--- src/rtl/uart_tx_fifo.sv ---
// 8N1 UART transmitter fed by a small write FIFO.
// Bytes go out LSB-first. Each bit lasts prescale+1 clocks, using the prescale
// value latched when the byte is popped from the FIFO.
module uart_tx_fifo #(
  parameter int unsigned FIFO_AW = 2,
  parameter int unsigned PRE_W   = 16
) (
  input  logic             HCLK,
  input  logic             HRESET,
  input  logic             en,
  input  logic [PRE_W-1:0] prescale,
  input  logic             wr,
  input  logic [7:0]       wdata,
  output logic             full,
  output logic             empty,
  output logic             busy,
  output logic             tx_done,
  output logic             tx
);

  localparam int unsigned DEPTH = 2 ** FIFO_AW;
  localparam int unsigned CNT_W = FIFO_AW + 1;

  localparam logic [1:0] S_IDLE  = 2'd0;
  localparam logic [1:0] S_START = 2'd1;
  localparam logic [1:0] S_DATA  = 2'd2;
  localparam logic [1:0] S_STOP  = 2'd3;

  logic [7:0]         mem [DEPTH];
  logic [FIFO_AW-1:0] wr_ptr;
  logic [FIFO_AW-1:0] rd_ptr;
  logic [CNT_W-1:0]   count;
  logic [CNT_W-1:0]   count_n;
  logic               wr_acc;
  logic               pop;

  logic [1:0]         state;
  logic [1:0]         state_n;
  logic [PRE_W-1:0]   bit_cnt;
  logic [PRE_W-1:0]   bit_cnt_n;
  logic [PRE_W-1:0]   period;
  logic [PRE_W-1:0]   period_n;
  logic [7:0]         shift;
  logic [7:0]         shift_n;
  logic [2:0]         bit_idx;
  logic [2:0]         bit_idx_n;
  logic               bit_end;
  logic               tx_n;
  logic               busy_n;
  logic               tx_done_n;

  // A write is dropped whenever the FIFO is full, even if a pop happens in the same cycle.
  assign wr_acc = wr & ~full;

  // Occupancy after this cycle's write and pop.
  always_comb begin
    count_n = count + CNT_W'(wr_acc) - CNT_W'(pop);
  end

  // FIFO storage. It holds no reset value; the read side only uses entries that were written.
  always_ff @(posedge HCLK) begin
    if (wr_acc) begin
      mem[wr_ptr] <= wdata;
    end
  end

  // FIFO pointers, count, and the registered full/empty flags.
  always_ff @(posedge HCLK or posedge HRESET) begin
    if (HRESET) begin
      wr_ptr <= '0;
      rd_ptr <= '0;
      count  <= '0;
      full   <= 1'b0;
      empty  <= 1'b1;
    end else begin
      if (wr_acc) begin
        wr_ptr <= wr_ptr + FIFO_AW'(1);
      end
      if (pop) begin
        rd_ptr <= rd_ptr + FIFO_AW'(1);
      end
      count <= count_n;
      full  <= (count_n == CNT_W'(DEPTH));
      empty <= (count_n == '0);
    end
  end

  // FSM state and registered datapath and outputs.
  always_ff @(posedge HCLK or posedge HRESET) begin
    if (HRESET) begin
      state   <= S_IDLE;
      bit_cnt <= '0;
      period  <= '0;
      shift   <= '0;
      bit_idx <= '0;
      tx      <= 1'b1;
      busy    <= 1'b0;
      tx_done <= 1'b0;
    end else begin
      state   <= state_n;
      bit_cnt <= bit_cnt_n;
      period  <= period_n;
      shift   <= shift_n;
      bit_idx <= bit_idx_n;
      tx      <= tx_n;
      busy    <= busy_n;
      tx_done <= tx_done_n;
    end
  end

  // Next-state logic. Outputs are decoded from the next state so that they line up with it after the edge.
  always_comb begin
    state_n   = state;
    bit_cnt_n = bit_cnt;
    period_n  = period;
    shift_n   = shift;
    bit_idx_n = bit_idx;
    pop       = 1'b0;
    bit_end   = (bit_cnt == '0);

    case (state)
      S_IDLE: begin
        if (en && !empty) begin
          pop       = 1'b1;
          shift_n   = mem[rd_ptr];
          period_n  = prescale;
          bit_cnt_n = prescale;
          state_n   = S_START;
        end
      end
      S_START: begin
        if (bit_end) begin
          state_n   = S_DATA;
          bit_idx_n = 3'd0;
          bit_cnt_n = period;
        end else begin
          bit_cnt_n = bit_cnt - PRE_W'(1);
        end
      end
      S_DATA: begin
        if (bit_end) begin
          bit_cnt_n = period;
          shift_n   = {1'b0, shift[7:1]};
          if (bit_idx == 3'd7) begin
            state_n = S_STOP;
          end else begin
            bit_idx_n = bit_idx + 3'd1;
          end
        end else begin
          bit_cnt_n = bit_cnt - PRE_W'(1);
        end
      end
      S_STOP: begin
        if (bit_end) begin
          if (en && !empty) begin
            pop       = 1'b1;
            shift_n   = mem[rd_ptr];
            period_n  = prescale;
            bit_cnt_n = prescale;
            state_n   = S_START;
          end else begin
            state_n = S_IDLE;
          end
        end else begin
          bit_cnt_n = bit_cnt - PRE_W'(1);
        end
      end
      default: begin
        state_n = S_IDLE;
      end
    endcase

    tx_n = 1'b1;
    case (state_n)
      S_START: tx_n = 1'b0;
      S_DATA:  tx_n = shift_n[0];
      default: tx_n = 1'b1;
    endcase
    busy_n    = (state_n != S_IDLE);
    tx_done_n = (state_n == S_STOP) && (bit_cnt_n == '0);
  end

endmodule
--- config.mk ---
export PLATFORM = sky130hd
export DESIGN_NAME = uart_tx_fifo
export DESIGN_NICKNAME = d
export VERILOG_FILES = /design/src/rtl/uart_tx_fifo.sv
export SDC_FILE = /design/constraint.sdc
export NUM_CORES = 1
export LEC_CHECK = 0
export CAP_MARGIN = 20
export CORE_AREA = 2 2 94 114
export CTS_BUF_LIST = sky130_fd_sc_hd__clkbuf_8
export DETAILED_ROUTE_END_ITERATION = 12
export DIE_AREA = 0 0 96 116
export GPL_TIMING_DRIVEN = 0
export HOLD_SLACK_MARGIN = 0.02
export PLACE_DENSITY_LB_ADDON = 0.12
export SLEW_MARGIN = 0
export SYNTH_ARGS = -nofsm -noshare
export SYNTH_HDL_FRONTEND = slang
export SYNTH_SLANG_ARGS = --single-unit
--- constraint.sdc ---
create_clock -name HCLK -period 8.95 [get_ports HCLK]
set_input_delay 2.2375 -clock HCLK [delete_from_list [all_inputs] [get_ports HCLK]]
set_output_delay 2.2375 -clock HCLK [all_outputs]
set_load 0.005 [all_outputs]
==> run metrics, run 1 <==
outcome=completed; main combinational cell family by area after synthesis=simple AND/OR/NAND/NOR gates; Layout Nets=486; CTS tree=done; Overflow after GRT=0; Syn Area/Cell=11.44 µm²; share of cells above drive strength 1=13.84%; Post-Route Setup TNS=0 ns; Clock Path Buffers=2; DR WL/cell=17.72 µm; hpwl dp=7.396 mm; 1st-iter DRT viols=191; Tightest Pin Transition=0.8002 ns; Fillers=867; Seq/Total Area, Yosys=52.47%; initial antenna violation count=0; syn nets=441; die area=11140 µm²; Post-route DRC=0; synthesized area=4554 µm²; total CTS buffers=9; # setup viols final=0; critical path launch point=en; RSZ-0062 raised after global routing=false; final hold vios=0; routability congestion estimate=0.8898; CTS Hold Buffers Added=0; H-tree Lvls=3; Clock Latency Late Sink=0.37 ns; register area=2390 µm²; Pre-antenna DRT Iters=4; GRT Util Overall=20.14%; fin crit period=5.035 ns; area of the multi-input gates=1983 µm²; CP Class=in2reg; startpoint types=input pin; DRT Wirelength=10.17 mm; Post-synth EDFFs=32; max-cap viol count=0; Post-Syn Instances=398; IO buf count=32; starting density of the core=45.73%; Core Util, Final=52.89%; worst-path maximum fanout=10; Die X=96 µm; worst reg2reg startpoint=bit_cnt[8]; critical path data arrival time=5.32 ns; row count=40; Warnings, synthesis=0; Ports=33; TritonCTS Sinks=89; area of the core=9960 µm²; crit end category=flip-flop; post-synthesis simple-gate area fraction=13.68%; clock slew seen by the registers of the worst setup and hold paths=0.09 ns; first-pass GRT wire length=16.84 mm; clock skew=0.01183 ns; HP Start=count[2]; Max Clock Freq=198.6 MHz; WP data required=9.23 ns; HP Class=reg2reg; CTS Root Cell=clkbuf_8; final max-slew violation count=0; dominant synthesized flop cell=dfrtp_1; mux cell area share after synthesis=10.11%; Pleak=2.037 nW; xor and xnor area share after synthesis=2.308%; drt via density=5.725; Worst slew margin=46.46%; P&R area growth vs syn=15.66%; Synth Area in Adders=4.286%; # diodes=0; vias in the first global route=3364; post-cts sizing count=0; fin crit share=56.26%; total number of vias=3286; number of routed nets with antenna violations=0; Compound-Gate Fraction of Synth Area=13.16%; power density cells=176.0 nW/µm²; Die Ht=116 µm; largest net degree at the start of global routing=40; VDD IR-drop max=0.1192 mV; setup bufs post-CTS=0; #FFs+latches synth=89; number of library cell types mapped by synthesis=64; ys async rst share=64.04%
[worst paths after layout]
path	to	slack (ns)	cells past startpoint
max	full	3.92	13
min	count[2]	0.51	1
max reg2reg	full	4.85	13
min reg2reg	count[2]	0.51	1
max in group asynchronous	tx	6.13	3
min in group asynchronous	bit_cnt[9]	2.19	2
[critical path: stages]
cell and delay (ns):
clkdlybuf4s50_1 0.47, nand2b_1 0.06, clkbuf_1 0.27, clkbuf_1 0.30, nor3_1 0.44, ha_1 0.33
inv_1 0.06, ha_1 0.13, inv_1 0.05, fa_1 0.37, xnor2_1 0.15, xnor2_1 0.23
nor3b_1 0.22
[cell type report]
cell class / instances / area share, %
plain buffers: 21 / 2.375
clock buffers: 10 / 2.613
clock inverters: 6 / 1.378
inverters: 15 / 1.069
multi-input cells: 273 / 37.65
flip-flops and latches: 89 / 45.37
well taps: 126 / 2.993
repair buffers: 34 / 6.556
[state kept, by name (all words and copies together), names as in the netlist, 2 cells and up]
| name | count |
|---|---|
| period | 16 |
| state | 2 |
| bit_cnt | 16 |
| wr_ptr | 2 |
| mem | 32 |
| shift | 8 |
| rd_ptr | 2 |
| bit_idx | 3 |
| count | 3 |
[report_power, final]
| group | internal (W) | switching, W | total (W) |
|---|---|---|---|
| clock network | 0.000140 | 0.000154 | 0.000293 |
| registers | 0.000472 | 0.0000179 | 0.000490 |
| logic | 0.0000639 | 0.0000793 | 0.000143 |
| total | 0.000676 | 0.000251 | 0.000927 |
[layout by cell type (no fill, tap or decap), types with 7 or more instances in the layout]
cell and count:
a21oi_1 29, clkbuf_1 9, clkbuf_8 12, clkdlybuf4s50_1 32, dfrtp_1 55, edfxtp_1 32
ha_1 14, inv_1 14, mux2_2 16, mux2i_1 10, mux4_2 8, nand2_1 37
nand3_1 12, nor2_1 24, nor4_1 7, o21a_1 7, o21ai_0 18
[metrics by stage]
stage	cells	hold slack, ns	area (µm²)	worst slack [ns]	total power, W
final	574	0.5053	5268	3.915	0.0009269
after global routing	574	0.5130	5268	3.622	0.0009739
after CTS	573	0.5045	5263	3.855	0.0009372
after detailed placement	557	0.4888	5052	3.470	0.0006459
after global placement	556	0.4704	5032	3.535	0.0006383
after floorplan	398	0.4551	4554	4.546	0.0005912
[cell usage after synthesis, types with 3 or more instances]
cell,n,area share (%)
ha_1,14,3.8
mux4_2,8,4.0
o21a_1,7,1.2
clkbuf_1,9,0.74
mux2i_1,10,2.2
inv_1,15,1.2
buf_2,3,0.33
a21oi_1,29,3.2
edfxtp_1,32,21
nor3_1,5,0.55
o21ai_0,18,2.0
or4_1,4,0.66
mux2_2,16,4.0
xor2_1,6,1.2
nor2b_1,4,0.55
nor4_1,7,0.96
a211o_1,4,0.77
xnor2_1,6,1.2
buf_1,3,0.25
nand4_1,5,0.69
nor2_1,24,2.0
and2_1,6,0.82
nand2_1,37,3.0
nand3_1,12,1.3
o221ai_1,5,0.96
dfrtp_1,55,30
a2111oi_0,3,0.58
[logic make-up (layout without fill, tap and decap cells)]
logic type,Yosys count,after routing
adders and majority gates,15,15
and+or+nand+nor,121,121
DFF,89,89
buffers and inverters,36,86
AOI/OAI and AO/OA,91,91
xor gates and xnor gates,12,12
muxes,34,34
[metal layers]
layer,track usage (%),up-vias,share of wire [%]
li1,-,1574,-
met1,23.86,1637,43
met2,35.46,63,52
met3,3.771,12,3.3
met4,8.476,0,1.9
met5,0,-,0
No activity file was read; power rests on OpenSTA's default activity.
==> inputs of run 2 (changes only) <==
==> constraint.sdc (replaced) <==
create_clock -name HCLK -period 4.9 [get_ports HCLK]
set_input_delay 1.225 -clock HCLK [delete_from_list [all_inputs] [get_ports HCLK]]
set_output_delay 1.225 -clock HCLK [all_outputs]
set_load 0.005 [all_outputs]
==> results of run 2 <==
The final DEF is identical to that of run 1. Status: completed.
Main changes from that run: setup slack after placement 3.470 ns -> 0.4327 ns; setup slack after layout 3.915 ns -> 0.7959 ns; start point of the critical path en -> bit_cnt[8]; register-to-register setup slack 4.85 ns -> 0.80 ns; total power 0.0009269 W -> 0.001693 W; worst IR drop on VDD 0.1192 mV -> 0.2177 mV
==> inputs of run 3 (changes only) <==
==> constraint.sdc (replaced) <==
create_clock -name HCLK -period 3.5 [get_ports HCLK]
set_input_delay 0.875 -clock HCLK [delete_from_list [all_inputs] [get_ports HCLK]]
set_output_delay 0.875 -clock HCLK [all_outputs]
set_load 0.005 [all_outputs]
==> run metrics, run 3 (same netlist as run 1, synthesis figures left out) <==
GRT Util Overall=20.20% (+0.055 points); worst-path maximum fanout=9 (-1); clock slew seen by the registers of the worst setup and hold paths=0.09 ns (about the same); WP data required=3.76 ns; clock skew=0.01142 ns (-0.0004074 ns); ordered cell list for the critical path=inv_1 -> ha_1 -> nor2b_1 -> and2_0 -> and2_2 -> buf_4 -> a211o_1 -> or4b_1 -> nor4_2; power density cells=446.9 nW/µm²; hpwl dp=7.396 mm (unchanged); largest net degree at the start of global routing=40 (unchanged); switching share of power=27.02%; DR WL/cell=17.81 µm (+0.52%); Pleak=2.109 nW (+3.6%); Die Ht=116 µm (unchanged); biggest regs=mem: 32 flops, bit_cnt: 16 flops, period: 16 flops; first-pass GRT wire length=16.90 mm (+0.37%); dpl cells=557 (unchanged); reg-to-reg slack, setup=0.19 ns; # setup viols final=0 (unchanged); max-cap viol count=0 (unchanged); max incr delay on CP=0.53 ns; largest register by flop count=mem; Tightest Pin Transition=0.8087 ns (+0.008521 ns); outcome=completed; critical path launch point=state[0]; slowest CP cell=or4b_1; Clock Latency Late Sink=0.37 ns (about the same); CTS Hold Buffers Added=0 (unchanged); reg2reg end=tx_done; P&R area growth vs syn=18.16%; total CTS buffers=9 (unchanged); routability congestion estimate=0.8898 (unchanged); Gate power share=16.7% (+1.2 points); max FFs per register=32 (unchanged); Worst slew margin=45.89% (-0.57 points); IO buf count=32 (unchanged); total number of vias=3319 (+1.0%); share of cells above drive strength 1=17.56% (+3.7 points); Max Clock Freq=301.8 MHz; HP Class=reg2reg; Post-route DRC=0 (unchanged); Ports=33 (unchanged); worst reg2reg startpoint=state[0]; row count=40 (unchanged); drt via density=5.762 (+0.65%); # diodes=0 (unchanged); CTS Root Cell=clkbuf_8; Psw=0.0006497 W; VDD IR-drop max=0.3010 mV; internal power=0.001755 W; Layout Nets=488 (+0.41%); area of the core=9960 µm² (unchanged); crit end category=flip-flop; Clock Path Buffers=2 (unchanged); Fillers=851 (-1.8%); die area=11140 µm² (unchanged); final max-slew violation count=0 (unchanged); CTS tree=done; most common cell after layout, fill and taps aside=dfrtp_1; fin cells=576 (+0.35%); TritonCTS Sinks=89 (unchanged); H-tree Lvls=3 (unchanged); number of routed nets with antenna violations=0 (unchanged); CP Class=reg2reg; Overflow after GRT=0 (unchanged); Clk pwr share=31.2% (-0.5 points); Pre-antenna DRT Iters=5 (+1); fin crit share=94.69%; initial antenna violation count=0 (unchanged); crit path capture=tx_done; Sequential Power Share=52.1% (-0.8 points); vias in the first global route=3393 (+0.86%); 1st-iter DRT viols=216 (+13%); starting density of the core=45.73% (unchanged); final hold vios=0 (unchanged); commonest cells after routing, fill and taps aside=dfrtp_1 (54), nand2_1 (37), clkdlybuf4s50_1 (32), edfxtp_1 (32), a21oi_1 (28); fin crit period=3.314 ns; Die X=96 µm (unchanged); DRT Wirelength=10.26 mm (+0.87%); worst r2r path cells=9 (-4); startpoint types=flip-flop; critical path data arrival time=3.57 ns; Core Util, Final=54.03% (+1.1 points)
run 3: cell count changes in the layout (fill, tap and decap cells not counted), sizes merged:
| cell | before | now |
|---|---|---|
| buf | 12 | 13 |
| clkbuf | 21 | 22 |
run 3: worst min path at each step:
stage	slack (ns)	cells after the start	end	from
2_1_floorplan	0.46	1	count[2]	count[2]
3_3_place_gp	0.47	1	count[2]	count[2]
3_5_place_dp	0.49	1	count[2]	count[2]
4_1_cts	0.50	1	count[2]	count[2]
5_1_grt	0.53	1	shift[0]	shift[0]
6_report	0.50	1	shift[0]	shift[0]
run 3: what timing repair did:
| item | CTS | global route |
|---|---|---|
| buffers inserted | 1 | 2 |
| gates resized for setup | 11 | 14 |
| pin swaps | 1 | 2 |
| setup endpoints to repair | 6 | 5 |
run 3: critical path, delay by kind of cell (launching register included):
family          cells  cell delay, ns
fa+ha+maj           1            0.45
compound gates      1            0.32
simple gates        5            1.64
flops               1            0.48
buf+inv             2            0.31
run 3: area by class of cell:
type                       instances  area [µm²]  share of cell area, %
clock buffer                      10       137.6                  2.558
inverter                          15       56.30                  1.046
sequential                        89        2391                  44.43
multi-input combinational        273        2069                  38.46
clock inverter                     6       72.57                  1.349
tap                              126       157.7                  2.930
timing repair buffer              36       362.8                  6.743
buffer                            21       133.9                  2.488
run 3: power by group through the flow:
stage                     sequential [W]  clock, W  combinational, W
after floorplan                  0.00126         0          0.000250
after global placement           0.00127         0          0.000362
after detailed placement         0.00128         0          0.000374
after CTS                        0.00126  0.000765          0.000378
after global routing             0.00127  0.000808          0.000453
final                            0.00125  0.000750          0.000402
run 3: metrics by stage:
stage / TNS (ns) / total power [W] / setup WS [ns] / hold WS (ns) / cell area, µm²
6_report: 0 / 0.002405 / 0.1860 / 0.5042 / 5381
5_1_grt: -0.02454 / 0.002527 / -0.02454 / 0.5327 / 5381
4_1_cts: 0 / 0.002399 / 0.04147 / 0.5045 / 5323
3_5_place_dp: -5.156 / 0.001652 / -0.6420 / 0.4888 / 5052
3_3_place_gp: -4.329 / 0.001632 / -0.5528 / 0.4704 / 5032
2_1_floorplan: 0 / 0.001512 / 0.1347 / 0.4551 / 4554
run 3: routing by layer:
layer / vias up / part of all wire, % / global-route usage [%]
li1: 1581 / - / -
met4: 0 / 2.2 / 8.476
met2: 81 / 52 / 35.60
met5: - / 0 / 0
met1: 1643 / 42 / 23.90
met3: 14 / 4.0 / 3.771
